`src/rtl/axis_pixel_frame_packer_pkg.sv`:
```
// axis_pixel_frame_packer_pkg: shared FSM state type and frame geometry helpers.
package axis_pixel_frame_packer_pkg;

    typedef enum logic {FILL = 1'b0, HOLD = 1'b1} state_t;

    function automatic int num_pix(input int r, input int c);
        return r * c;
    endfunction

    function automatic int w_out(input int r, input int c, input int w);
        return r * c * w;
    endfunction

    function automatic int cnt_w(input int n);
        return $clog2(n + 1);
    endfunction

endpackage

```
`src/rtl/axis_pixel_frame_packer_frame_idle_timer.sv`:
```
// frame_idle_timer: counts consecutive idle cycles of a partial frame and flags expiry.
module frame_idle_timer #(
    parameter int TIMEOUT_CYCLES = 1024,
    localparam int IW = $clog2(TIMEOUT_CYCLES + 1)
) (
    input  logic clk,
    input  logic rstn,
    input  logic idle_i,
    output logic expire_o
);

    logic [IW-1:0] idle_q, idle_d;

    // Expire on the edge that would bring the count to TIMEOUT_CYCLES.
    assign expire_o = idle_i && (idle_q == IW'(TIMEOUT_CYCLES - 1));

    always_comb idle_d = (idle_i && !expire_o) ? idle_q + IW'(1) : '0;

    always_ff @(posedge clk) begin
        if (!rstn) idle_q <= '0;
        else       idle_q <= idle_d;
    end

endmodule

```
`src/rtl/axis_pixel_frame_packer.sv`:
```
// axis_pixel_frame_packer: packs a raster stream of pixels into one wide AXIS frame word.
// Optional partial-frame discard on idle timeout under FRAME_TIMEOUT_EN.
module axis_pixel_frame_packer
    import axis_pixel_frame_packer_pkg::*;
#(
    parameter int R_I            = 7,
    parameter int C_I            = 7,
    parameter int W_I            = 8,
    parameter int TIMEOUT_CYCLES = 1024,
    localparam int NUM_PIX = num_pix(R_I, C_I),
    localparam int W_OUT   = w_out(R_I, C_I, W_I),
    localparam int CW      = cnt_w(NUM_PIX)
) (
    input  logic             clk,
    input  logic             rstn,
    input  logic             s_axis_pixel_valid,
    output logic             s_axis_pixel_ready,
    input  logic [W_I-1:0]   s_axis_pixel_data,
    output logic             m_axis_frame_valid,
    input  logic             m_axis_frame_ready,
    output logic [W_OUT-1:0] m_axis_frame_data,
    output logic [CW-1:0]    pix_count,
    output logic             err_timeout
);

    if (TIMEOUT_CYCLES < 1) begin : g_bad_cfg
        $error("TIMEOUT_CYCLES must be positive");
    end

    state_t           state_q, state_d;
    logic [CW-1:0]    cnt_q, cnt_d;
    logic [W_OUT-1:0] data_q, data_d;
    logic             hs, last, expire;

    assign hs   = s_axis_pixel_valid && (state_q == FILL);
    assign last = (cnt_q == CW'(NUM_PIX - 1));

    always_comb begin
        state_d = state_q;
        cnt_d   = cnt_q;
        data_d  = data_q;
        // Unwritten slots keep the previous frame's pixels.
        for (int p = 0; p < NUM_PIX; p++)
            if (hs && cnt_q == CW'(p)) data_d[p*W_I +: W_I] = s_axis_pixel_data;
        if (hs) begin
            cnt_d   = last ? '0 : cnt_q + CW'(1);
            state_d = last ? HOLD : FILL;
        end else if (state_q == HOLD && m_axis_frame_ready) begin
            state_d = FILL;
        end else if (expire) begin
            cnt_d = '0;
        end
    end

    always_ff @(posedge clk) begin
        if (!rstn) begin
            state_q <= FILL;
            cnt_q   <= '0;
            data_q  <= '0;
        end else begin
            state_q <= state_d;
            cnt_q   <= cnt_d;
            data_q  <= data_d;
        end
    end

    assign s_axis_pixel_ready = (state_q == FILL);
    assign m_axis_frame_valid = (state_q == HOLD);
    assign m_axis_frame_data  = data_q;
    assign pix_count          = cnt_q;

`ifdef FRAME_TIMEOUT_EN
    logic idle, err_q;

    assign idle = (state_q == FILL) && (cnt_q != '0) && !hs;

    frame_idle_timer #(.TIMEOUT_CYCLES(TIMEOUT_CYCLES)) u_idle_timer (
        .clk      (clk),
        .rstn     (rstn),
        .idle_i   (idle),
        .expire_o (expire)
    );

    always_ff @(posedge clk) begin
        if (!rstn) err_q <= 1'b0;
        else       err_q <= expire;
    end

    assign err_timeout = err_q;
`else
    assign expire      = 1'b0;
    assign err_timeout = 1'b0;
`endif

endmodule

```
`config.mk`:
```
export PLATFORM = sky130hd
export DESIGN_NAME = axis_pixel_frame_packer
export DESIGN_NICKNAME = d
export VERILOG_FILES = /design/src/rtl/axis_pixel_frame_packer_pkg.sv /design/src/rtl/axis_pixel_frame_packer_frame_idle_timer.sv /design/src/rtl/axis_pixel_frame_packer.sv
export SDC_FILE = /design/constraint.sdc
export NUM_CORES = 1
export LEC_CHECK = 0
export BUFFER_PORTS_ARGS = -buffer_cell sky130_fd_sc_hd__buf_2
export CAP_MARGIN = 5
export CELL_PAD_IN_SITES_DETAIL_PLACEMENT = 1
export CELL_PAD_IN_SITES_GLOBAL_PLACEMENT = 1
export CORE_ASPECT_RATIO = 1.4
export CORE_MARGIN = 2
export CORE_UTILIZATION = 35
export CTS_CLUSTER_SIZE = 14
export DETAILED_ROUTE_END_ITERATION = 8
export PLACE_DENSITY_LB_ADDON = 0.08
export SLEW_MARGIN = 20
export SYNTH_ARGS = -nofsm -noshare
export SYNTH_HDL_FRONTEND = slang
export SYNTH_SLANG_ARGS = --single-unit
```
`constraint.sdc`:
```
create_clock -name clk -period 2 [get_ports clk]
set_input_delay 0.2 -clock clk [delete_from_list [all_inputs] [get_ports clk]]
set_output_delay 0.2 -clock clk [all_outputs]
set_load 0.1 [all_outputs]
```
==> metrics.md, run 1 <==
| Metric | Value |
|---|---|
| Syn_nets | ~1.6k |
| Gpl congestion | around 0.77 |
| Syn-to-layout area delta | 29.7% |
| Via count | 13.1k |
| Top_reg_cell synth | dfxtp_1 |
| Total track usage | 24.0% |
| DRT Pass-1 Iters | 5 |
| I/O pins | 413 |
| Fmax achieved | between 0.5 and 0.6 GHz |
| Gate Count Post-Synth | 1586 |
| Final worst path period share | between 90 and 100% |
| Clock root cell | clkbuf_16 |
| First-pass GRT wire length | 84.5 mm |
| Final setup fails | 0 |
| Nets | 1987 |
| Leakage | around 8.6 nW |
| Power per cell area | 892 mW/mm² |
| Final Slew Violations | 0 |
| Post-Route WL | 56.7 mm |
| Clock Power Share | 48.9% |
| Drc violations | 0 |
| Starting density of the core | between 30% and 40% |
| Logic pwr share | 5.7% |
| Slew HR | 61.7% |
| Cell row count | 90 |
| CP Launch Type | flip-flop |
| Fin Clk Skew | 11.0 ps |
| Seq pwr share | 45.4% |
| CP Data Required Time | around 2500 ps |
| Crit Path Class | flip-flop to flip-flop |
| Commonest non-fill, non-tap cells in the layout | buf_2 (410), dfxtp_1 (392), nand2_1 (267), mux2i_1 (257), nand3_1 (141) |
| DR iter-0 viols | about 700 |
| CP max FO | 12 |
| Reg2reg end | m_axis_frame_data[67] |
| Synth warn | 0 |
| Post-DRT Antenna Nets | 0 |
| # H-tree levels | 2 |
| Largest net degree at the start of global routing | 124 |
| Clock-pin slew on the worst setup and hold paths | 60 ps |
| Synth Register Bits | 399 |
| Setup TNS Final | 0 ps |
| HP Class | input port to flip-flop |
| Share of layout cells above drive strength 1 | between 30% and 40% |
| Slew at the pin closest to its max-slew limit | 574 ps |
| Max-cap violations | 0 |
| Die W | 180 µm |
| Number of flops mapped to enable cells by yosys | 0 |
| Clk Latency, worst-skew pair | 540 ps |
| Fin. Hold Viols | 0 |
| Commonest non-fill, non-tap cell in the layout | buf_2 |
| Crit Reg-Reg Startpoint | pix_count[5] |
| Yosys cell types | 39 |
| Sw Pwr | between 4 and 5 mW |
| Grt ovf | 0 |
| Die Footprint | 0.0452 mm² |
| Asr flop ratio synth | 0% |
| Hold_sp | s_axis_pixel_data[3] |
| CP max stage delay | 710 ps |
| Via-to-Cell Ratio | 5.14 |
| Reg2reg path depth | 4 |
| Sw Ratio | around a quarter |
| Power Internal | 13.5 mW |
| CP endpoint kind | flip-flop |
| Final HPWL from detailed placement | 38.1 mm |
| Max IR drop VDD | between 500 and 600 µV |
| Clock net sink count | 399 |
| Status | finished, final reports clean |
| CTS tree | yes |
| RSZ-0062 raised after global routing | false |
| Total CTS buffers | 42 |
| Slowest stage cell, crit path | or4b_2 |
| Worst R2R Setup Slack | around 84 ps |
| Core ar. | 0.0430 mm² |
| Port bufs | 411 |
| WP data arrival | 2380 ps |
| Fin crit period | 1920 ps |
| CP Cell Sequence | or4b_2, buf_12, nor2_4, mux2i_1 |
| Synthesized area per cell | 9.60 µm² |
| Final hold slack | 50.9 ps |
| Longest Clk Path Bufs | 3 |
| Register area share after synthesis | 52.4% |
| Initial antenna violation count | 2 |
| WHS Path Cells | 3 |
| Cell Area, Synth | 0.0152 mm² |
| Die height | 251 µm |
| Post-CTS sizing | 0 |
| Post-DR wirelength/cell | between 20 and 25 µm |
| Number of global-route vias before repair | 13.6k |
| Hold endpoint | m_axis_frame_data[315] |
[flip-flops by register name, summed over array words and instances (netlist names)]
signal,count
m_axis_frame_data,392
pix_count,6
m_axis_frame_valid,1
[repair_timing]
action,CTS,global route
endpoints found under the setup margin,0,1
setup buffers,0,2
hold buffers,2,0
endpoints found under the hold margin,4,0
[worst max-delay path by stage]
stage	start	to	slack, ps	cells past startpoint
floorplan	pix_count[1]	m_axis_frame_data[208]	30	5
global placement	pix_count[5]	m_axis_frame_data[64]	120	4
detailed placement	pix_count[5]	m_axis_frame_data[67]	70	4
CTS	pix_count[5]	m_axis_frame_data[67]	60	4
global route	pix_count[5]	m_axis_frame_data[67]	4	4
finish	pix_count[5]	m_axis_frame_data[67]	80	4
[kinds of logic after synthesis]
group           after synthesis  synth area share [%]
xor+xnor                      1                0.0575
buf+inv                     157                  4.37
mux                         257                  16.9
fa+ha+maj                     4                 0.329
compound gates              281                  9.35
simple gates                486                  16.5
other cells                   1                0.0246
flops                       399                  52.4
[stage by stage]
step                      setup WS (ps)  instance area [µm²]  instances  power [mW]  utilization (%)
after floorplan                    27.8                15300       1586        8.81                -
after global placement              120                18200       2475        9.18             42.3
after detailed placement           65.8                18200       2475        9.19             42.3
after CTS                          57.7                19700       2553        17.8             45.9
after global routing               4.45                19800       2556        18.2             45.9
final                              83.5                19800       2556        17.6             45.9
[synthesized netlist by cell type (2+ instances only)]
library cell / count / area, µm²
nor2_4: 14 / 158
nand2b_1: 2 / 12.5
nor4bb_1: 3 / 30.0
inv_1: 3 / 11.3
nand3_1: 141 / 706
dfxtp_1: 399 / 7990
buf_1: 4 / 15.0
nor2_8: 10 / 200
nand4bb_1: 3 / 33.8
mux2i_1: 257 / 2570
ha_1: 4 / 50.1
a21oi_1: 139 / 696
nor3b_4: 4 / 75.1
nor2_1: 2 / 7.51
clkbuf_2: 4 / 20.0
o21ai_0: 44 / 220
and3_1: 5 / 31.3
buf_4: 5 / 37.5
or3b_1: 4 / 35.0
nand3b_1: 8 / 60.1
buf_2: 23 / 115
o21ai_1: 94 / 470
and3b_1: 9 / 78.8
clkbuf_1: 115 / 432
nand2_1: 275 / 1030
nand3b_2: 2 / 22.5
[routing by layer]
metal | track usage (%) | routed length (µm) | vias up
met5 | 0 | 0 | -
met4 | 8.20 | 1850 | 0
met3 | 6.13 | 3550 | 94
met2 | 42.5 | 28500 | 346
met1 | 28.2 | 22800 | 6510
li1 | - | - | 6193
[layout make-up]
| cell class | instances | area [µm²] |
|---|---|---|
| sequential | 399 | 8010 |
| fill | 4998 | 23300 |
| tap | 552 | 691 |
| inverter | 4 | 17.5 |
| clock buffer | 61 | 1230 |
| multi-input combinational | 1030 | 6640 |
| timing repair buffer | 494 | 2880 |
| antenna | 1 | 2.50 |
| clock inverter | 15 | 283 |
[power by group through the flow]
stage	clock [mW]	combinational [mW]	sequential, mW
3_3_place_gp	0	1.01	8.18
2_1_floorplan	0	0.401	8.41
4_1_cts	8.81	1.02	8.00
6_report	8.62	1.01	8.00
3_5_place_dp	0	1.02	8.18
5_1_grt	9.10	1.06	8.00
[worst max-delay path, delay by kind of cell, from the launching register on]
| family | cells | cell delay (ps) |
|---|---|---|
| AND/OR/NAND/NOR | 2 | 1020 |
| flip-flops | 1 | 330 |
| multiplexers | 1 | 240 |
| buffers and inverters | 1 | 220 |
Power figures use the tool's default switching activity.
==> inputs of run 2 (changes only) <==
--- a/config.mk
+++ b/config.mk
@@ -15,6 +15,7 @@
 export CTS_CLUSTER_SIZE = 14
 export DETAILED_ROUTE_END_ITERATION = 8
 export PLACE_DENSITY_LB_ADDON = 0.08
+export RECOVER_POWER = 100
 export SLEW_MARGIN = 20
 export SYNTH_ARGS = -nofsm -noshare
 export SYNTH_HDL_FRONTEND = slang
==> metrics.md, run 2 (synthesized netlist as in run 1, its figures left out) <==
| Metric | Value |
|---|---|
| Status | finished, final reports clean |
| CP Data Required Time | between 1500 and 2000 ps |
| First-pass GRT wire length | 84.5 mm |
| Post-Route WL | 56.7 mm |
| CP max FO | 10 |
| Reg2reg end | m_axis_frame_data[145] |
| DRT Pass-1 Iters | 5 |
| Fmax achieved | 0.529 GHz |
| Worst setup margin | between 100 and 150 ps |
| CP endpoint kind | output port |
| Hold endpoint | m_axis_frame_data[315] |
| Met3 Usage GRT | 6.13% |
| Gpl congestion | 0.775 |
| Nets | slightly below 2k |
| Clock net sink count | 399 |
| Port bufs | 411 |
| Area after DPL | approximately 0.018 mm² |
| Grt ovf | 0 |
| Total track usage | 24.0% |
| Fin Clk Skew | approximately 11 ps |
| WP data arrival | 1690 ps |
| Fin. Hold Viols | 0 |
| Post-DR wirelength/cell | approximately 22 µm |
| WHS Path Cells | 3 |
| Total placed cells including tap cells | between 2k and 2.5k |
| Final Slew Violations | 0 |
| Die height | 251 µm |
| Fin crit period | 1890 ps |
| Non-Filler Instances | 2556 |
| Longest Clk Path Bufs | 3 |
| Initial antenna violation count | 2 |
| Max IR drop VDD | 555 µV |
| Met1 usage | 28.2% |
| Final setup fails | 0 |
| Die Footprint | 0.0452 mm² |
| Crit Reg-Reg Startpoint | pix_count[0] |
| Crit Path Class | flip-flop to output port |
| Slew at the pin closest to its max-slew limit | about 630 ps |
| CTS tree | yes |
| Starting density of the core | a little over a third |
| Cell row count | 90 |
| Reg2reg path depth | 6 |
| Total CTS buffers | 42 |
| Via count | 13.1k |
| Slew HR | 58.2% |
| Drc violations | 0 |
| Via-to-Cell Ratio | about 5.1 |
| CP Launch Type | flip-flop |
| # H-tree levels | 2 |
| Pre-CTS WS | 65.8 ps |
| Syn-to-layout area delta | 28.8% |
| Max-cap violations | 0 |
| Clk Latency, worst-skew pair | 540 ps |
| Clock root cell | clkbuf_16 |
| I/O pins | roughly 410 |
| Power per cell area | about 900 mW/mm² |
| Max reg flops | 392 |
| DR iter-0 viols | 732 |
| Largest net degree at the start of global routing | between 100 and 150 |
| Register area | 0.00801 mm² |
| Die W | 180 µm |
| M2 GR Usage | 42.5% |
| Clock-pin slew on the worst setup and hold paths | 60 ps |
| Setup TNS Final | 0 ps |
| HP Class | input port to flip-flop |
| Post-DRT Antenna Nets | 0 |
| Final core occ | a little under half |
| Final HPWL from detailed placement | 38.1 mm |
| Multi-input logic area | about 0.0065 mm² |
| Global route hottest layer | met2 |
| Post-CTS sizing | 0 |
| Core ar. | 0.0430 mm² |
| Hold_sp | s_axis_pixel_data[3] |
| Fin area | 0.0196 mm² |
| Leakage | 8.05 nW |
| Worst R2R Setup Slack | 110 ps |
| Number of global-route vias before repair | 13.6k |
| Commonest non-fill, non-tap cell in the layout | clkbuf_2 |
| Final worst path period share | between 90% and 100% |
| Commonest non-fill, non-tap cells in the layout | clkbuf_2 (407), dfxtp_1 (394), nand2_1 (267), mux2i_1 (257), nand3_1 (141) |
| Share of layout cells above drive strength 1 | 30.2% |
| RSZ-0062 raised after global routing | false |
| Fillers | 5015 |
[run 2: final cells by class]
class	instances	share of cell area (%)
clock inverters	15	1.44
inverters	4	0.0893
well taps	552	3.52
repair buffers	494	14.5
diodes	1	0.0128
clock buffers	61	6.29
flip-flops and latches	399	40.8
multi-input cells	1030	33.4
[run 2: routing by layer]
layer	vias up	routed length, µm
li1	6189	-
met2	357	28400
met3	104	3680
met5	-	0
met4	0	1980
met1	6491	22700
[run 2: what timing repair did]
action	in CTS	in global routing
endpoints found under the hold margin	4	0
setup endpoints to repair	0	1
buffers inserted	0	2
hold buffers	2	0
[run 2: critical path, cell delays in order, from the launching register on]
cell and delay [ps]:
dfxtp_4 340, clkbuf_2 250, clkbuf_2 550
[run 2: report_power, final]
part           leakage [nW]  switching (mW)  internal (mW)
Clock                 0.746            3.28           5.33
Sequential             3.22          0.0274           7.97
Combinational          4.08           0.776          0.216
[run 2: worst max-delay path by stage]
| stage | startpoint | end | slack, ps | depth (start not counted) |
|---|---|---|---|---|
| finish | pix_count[4] | pix_count[4] | 110 | 2 |
| global route | pix_count[1] | m_axis_frame_data[202] | 6 | 7 |
| CTS | pix_count[5] | m_axis_frame_data[67] | 60 | 4 |
| detailed placement | pix_count[5] | m_axis_frame_data[67] | 70 | 4 |
| global placement | pix_count[5] | m_axis_frame_data[64] | 120 | 4 |
| floorplan | pix_count[1] | m_axis_frame_data[208] | 30 | 5 |
[run 2: metrics by stage]
step                total power [mW]  hold WS (ps)
floorplan                       8.81           374
global placement                9.18           439
detailed placement              9.19           446
CTS                             17.8          16.2
global route                    18.1          42.6
finish                          17.6          47.5
==> inputs of run 3 (changes only) <==
--- a/config.mk
+++ b/config.mk
@@ -16,6 +16,7 @@
 export DETAILED_ROUTE_END_ITERATION = 8
 export PLACE_DENSITY_LB_ADDON = 0.08
 export RECOVER_POWER = 100
+export REMOVE_ABC_BUFFERS = 1
 export SLEW_MARGIN = 20
 export SYNTH_ARGS = -nofsm -noshare
 export SYNTH_HDL_FRONTEND = slang
==> metrics.md, run 3 (synthesized netlist as in run 1, its figures left out) <==
| Metric | Value |
|---|---|
| Share of layout cells above drive strength 1 | 29.3% |
| Fin crit period | around 1900 ps |
| Via-to-Cell Ratio | 5.18 |
| Commonest non-fill, non-tap cells in the layout | clkbuf_2 (409), dfxtp_1 (399), nand2_1 (271), mux2i_1 (257), nand3_1 (141) |
| Fin area | a little under 0.02 mm² |
| Clock-pin slew on the worst setup and hold paths | 60 ps |
| Cell row count | 90 |
| Crit Path Class | flip-flop to flip-flop |
| Core ar. | 0.0430 mm² |
| Clock root cell | clkbuf_16 |
| CTS tree | yes |
| Power Internal | 12.6 mW |
| Die Footprint | 0.0452 mm² |
| Status | finished, final reports clean |
| Final setup fails | 0 |
| Seq pwr share | 48.0% |
| CP max FO | 12 |
| Crit Reg-Reg Startpoint | pix_count[5] |
| WP data arrival | 2370 ps |
| Logic pwr share | 5.9% |
| Port bufs | 411 |
| CP Data Required Time | about 2500 ps |
| Drc violations | 0 |
| Final worst path period share | 95.6% |
| DR iter-0 viols | about 490 |
| Initial antenna violation count | 2 |
| Die height | 251 µm |
| Max IR drop VDD | 609 µV |
| Slew HR | 56.3% |
| Sw Pwr | 4.01 mW |
| Post-DRT Antenna Nets | 0 |
| Fin Clk Skew | roughly 18 ps |
| Largest net degree at the start of global routing | 93 |
| I/O pins | 413 |
| RSZ-0062 raised after global routing | false |
| Total CTS buffers | 41 |
| Post-Route WL | 55.1 mm |
| Leakage | 7.95 nW |
| First-pass GRT wire length | around 83 mm |
| Nets | 1977 |
| DRT Pass-1 Iters | 4 |
| Slowest stage cell, crit path | or4b_2 |
| CP Launch Type | flip-flop |
| CP endpoint kind | flip-flop |
| Power per cell area | 858 mW/mm² |
| Clock net sink count | 399 |
| Fin. Hold Viols | 0 |
| CP max stage delay | 720 ps |
| Worst setup path start | pix_count[5] |
| Max reg flops | roughly 400 |
| Syn-to-layout area delta | 27.4% |
| Area after DPL | around 0.018 mm² |
| Max-cap violations | 0 |
| CP Cell Sequence | or4b_2, buf_12, nor2_4, mux2i_1 |
| Grt ovf | 0 |
| Slew at the pin closest to its max-slew limit | 655 ps |
| Starting density of the core | 35.4% |
| Clock Power Share | 46.1% |
| Number of global-route vias before repair | 13.4k |
| Commonest non-fill, non-tap cell in the layout | clkbuf_2 |
| Total track usage | 23.5% |
| Hold_sp | s_axis_pixel_data[0] |
| Via count | 13.2k |
| Sw Ratio | approximately 24% |
| HP Class | input port to flip-flop |
| Gpl congestion | slightly below 0.8 |
| Final HPWL from detailed placement | about 37 mm |
| # H-tree levels | 2 |
| Die W | about 180 µm |
| Final core occ | a little under half |
| Post-DR wirelength/cell | about 22 µm |
| Clk Latency, worst-skew pair | 550 ps |
| Fmax achieved | around 0.52 GHz |
| Longest Clk Path Bufs | 3 |
| Final Slew Violations | 0 |
run 3: worst paths after layout:
| path | end | slack (ps) | depth (start not counted) |
|---|---|---|---|
| setup / recovery | m_axis_frame_data[54] | 90 | 4 |
| hold / removal | m_axis_frame_data[296] | 30 | 3 |
| setup reg to reg | m_axis_frame_data[54] | 90 | 4 |
| hold reg to reg | m_axis_frame_data[39] | 460 | 2 |
run 3: routing by layer:
metal / share of wire (%) / routed length [µm] / vias up / GRT usage [%]
li1: - / - / 6181 / -
met1: 40 / 22300 / 6560 / 28.0
met2: 51 / 28000 / 359 / 42.0
met3: 6.3 / 3470 / 67 / 5.75
met4: 2.5 / 1350 / 0 / 6.45
met5: 0 / 0 / - / 0
run 3: final cells by class:
type | instances | area [µm²]
Antenna cell | 2 | 5.00
Clock buffer | 61 | 1210
Clock inverter | 11 | 111
Fill cell | 5013 | 23600
Inverter | 4 | 17.5
Multi-Input combinational cell | 1030 | 6540
Sequential cell | 399 | 7990
Tap cell | 552 | 691
Timing Repair Buffer | 485 | 2840
run 3: stage by stage:
step / TNS, ps / hold WS [ps] / setup WS [ps] / instances / power (mW)
after global placement: 0 / 439 / 134 / 2468 / 9.17
final: 0 / 25.5 / 88.4 / 2544 / 16.7
after CTS: 0 / 1.35 / 79.3 / 2542 / 16.9
after detailed placement: 0 / 444 / 92.4 / 2468 / 9.17
after global routing: 0 / 20.5 / 8.49 / 2543 / 17.2
after floorplan: -1350670 / 333 / -8730 / 1433 / 8.67
run 3: critical path, delay by kind of cell (launching register included):
| family | cells | cell delay (ps) |
|---|---|---|
| mux | 1 | 230 |
| simple gates | 2 | 1050 |
| flops | 1 | 310 |
| buf+inv | 1 | 220 |
run 3: timing repair:
action / 4_1_cts / 5_1_grt
buffers inserted: 0 / 0
hold buffers: 2 / 0
hold endpoints to repair: 6 / 0
resized for setup: 0 / 0
run 3: power groups by stage:
stage	Combinational (mW)	Sequential [mW]	Clock (mW)
2_1_floorplan	0.257	8.41	0
3_3_place_gp	0.990	8.18	0
3_5_place_dp	0.997	8.18	0
4_1_cts	1.00	8.00	7.85
5_1_grt	1.03	8.00	8.16
6_report	0.980	8.00	7.67
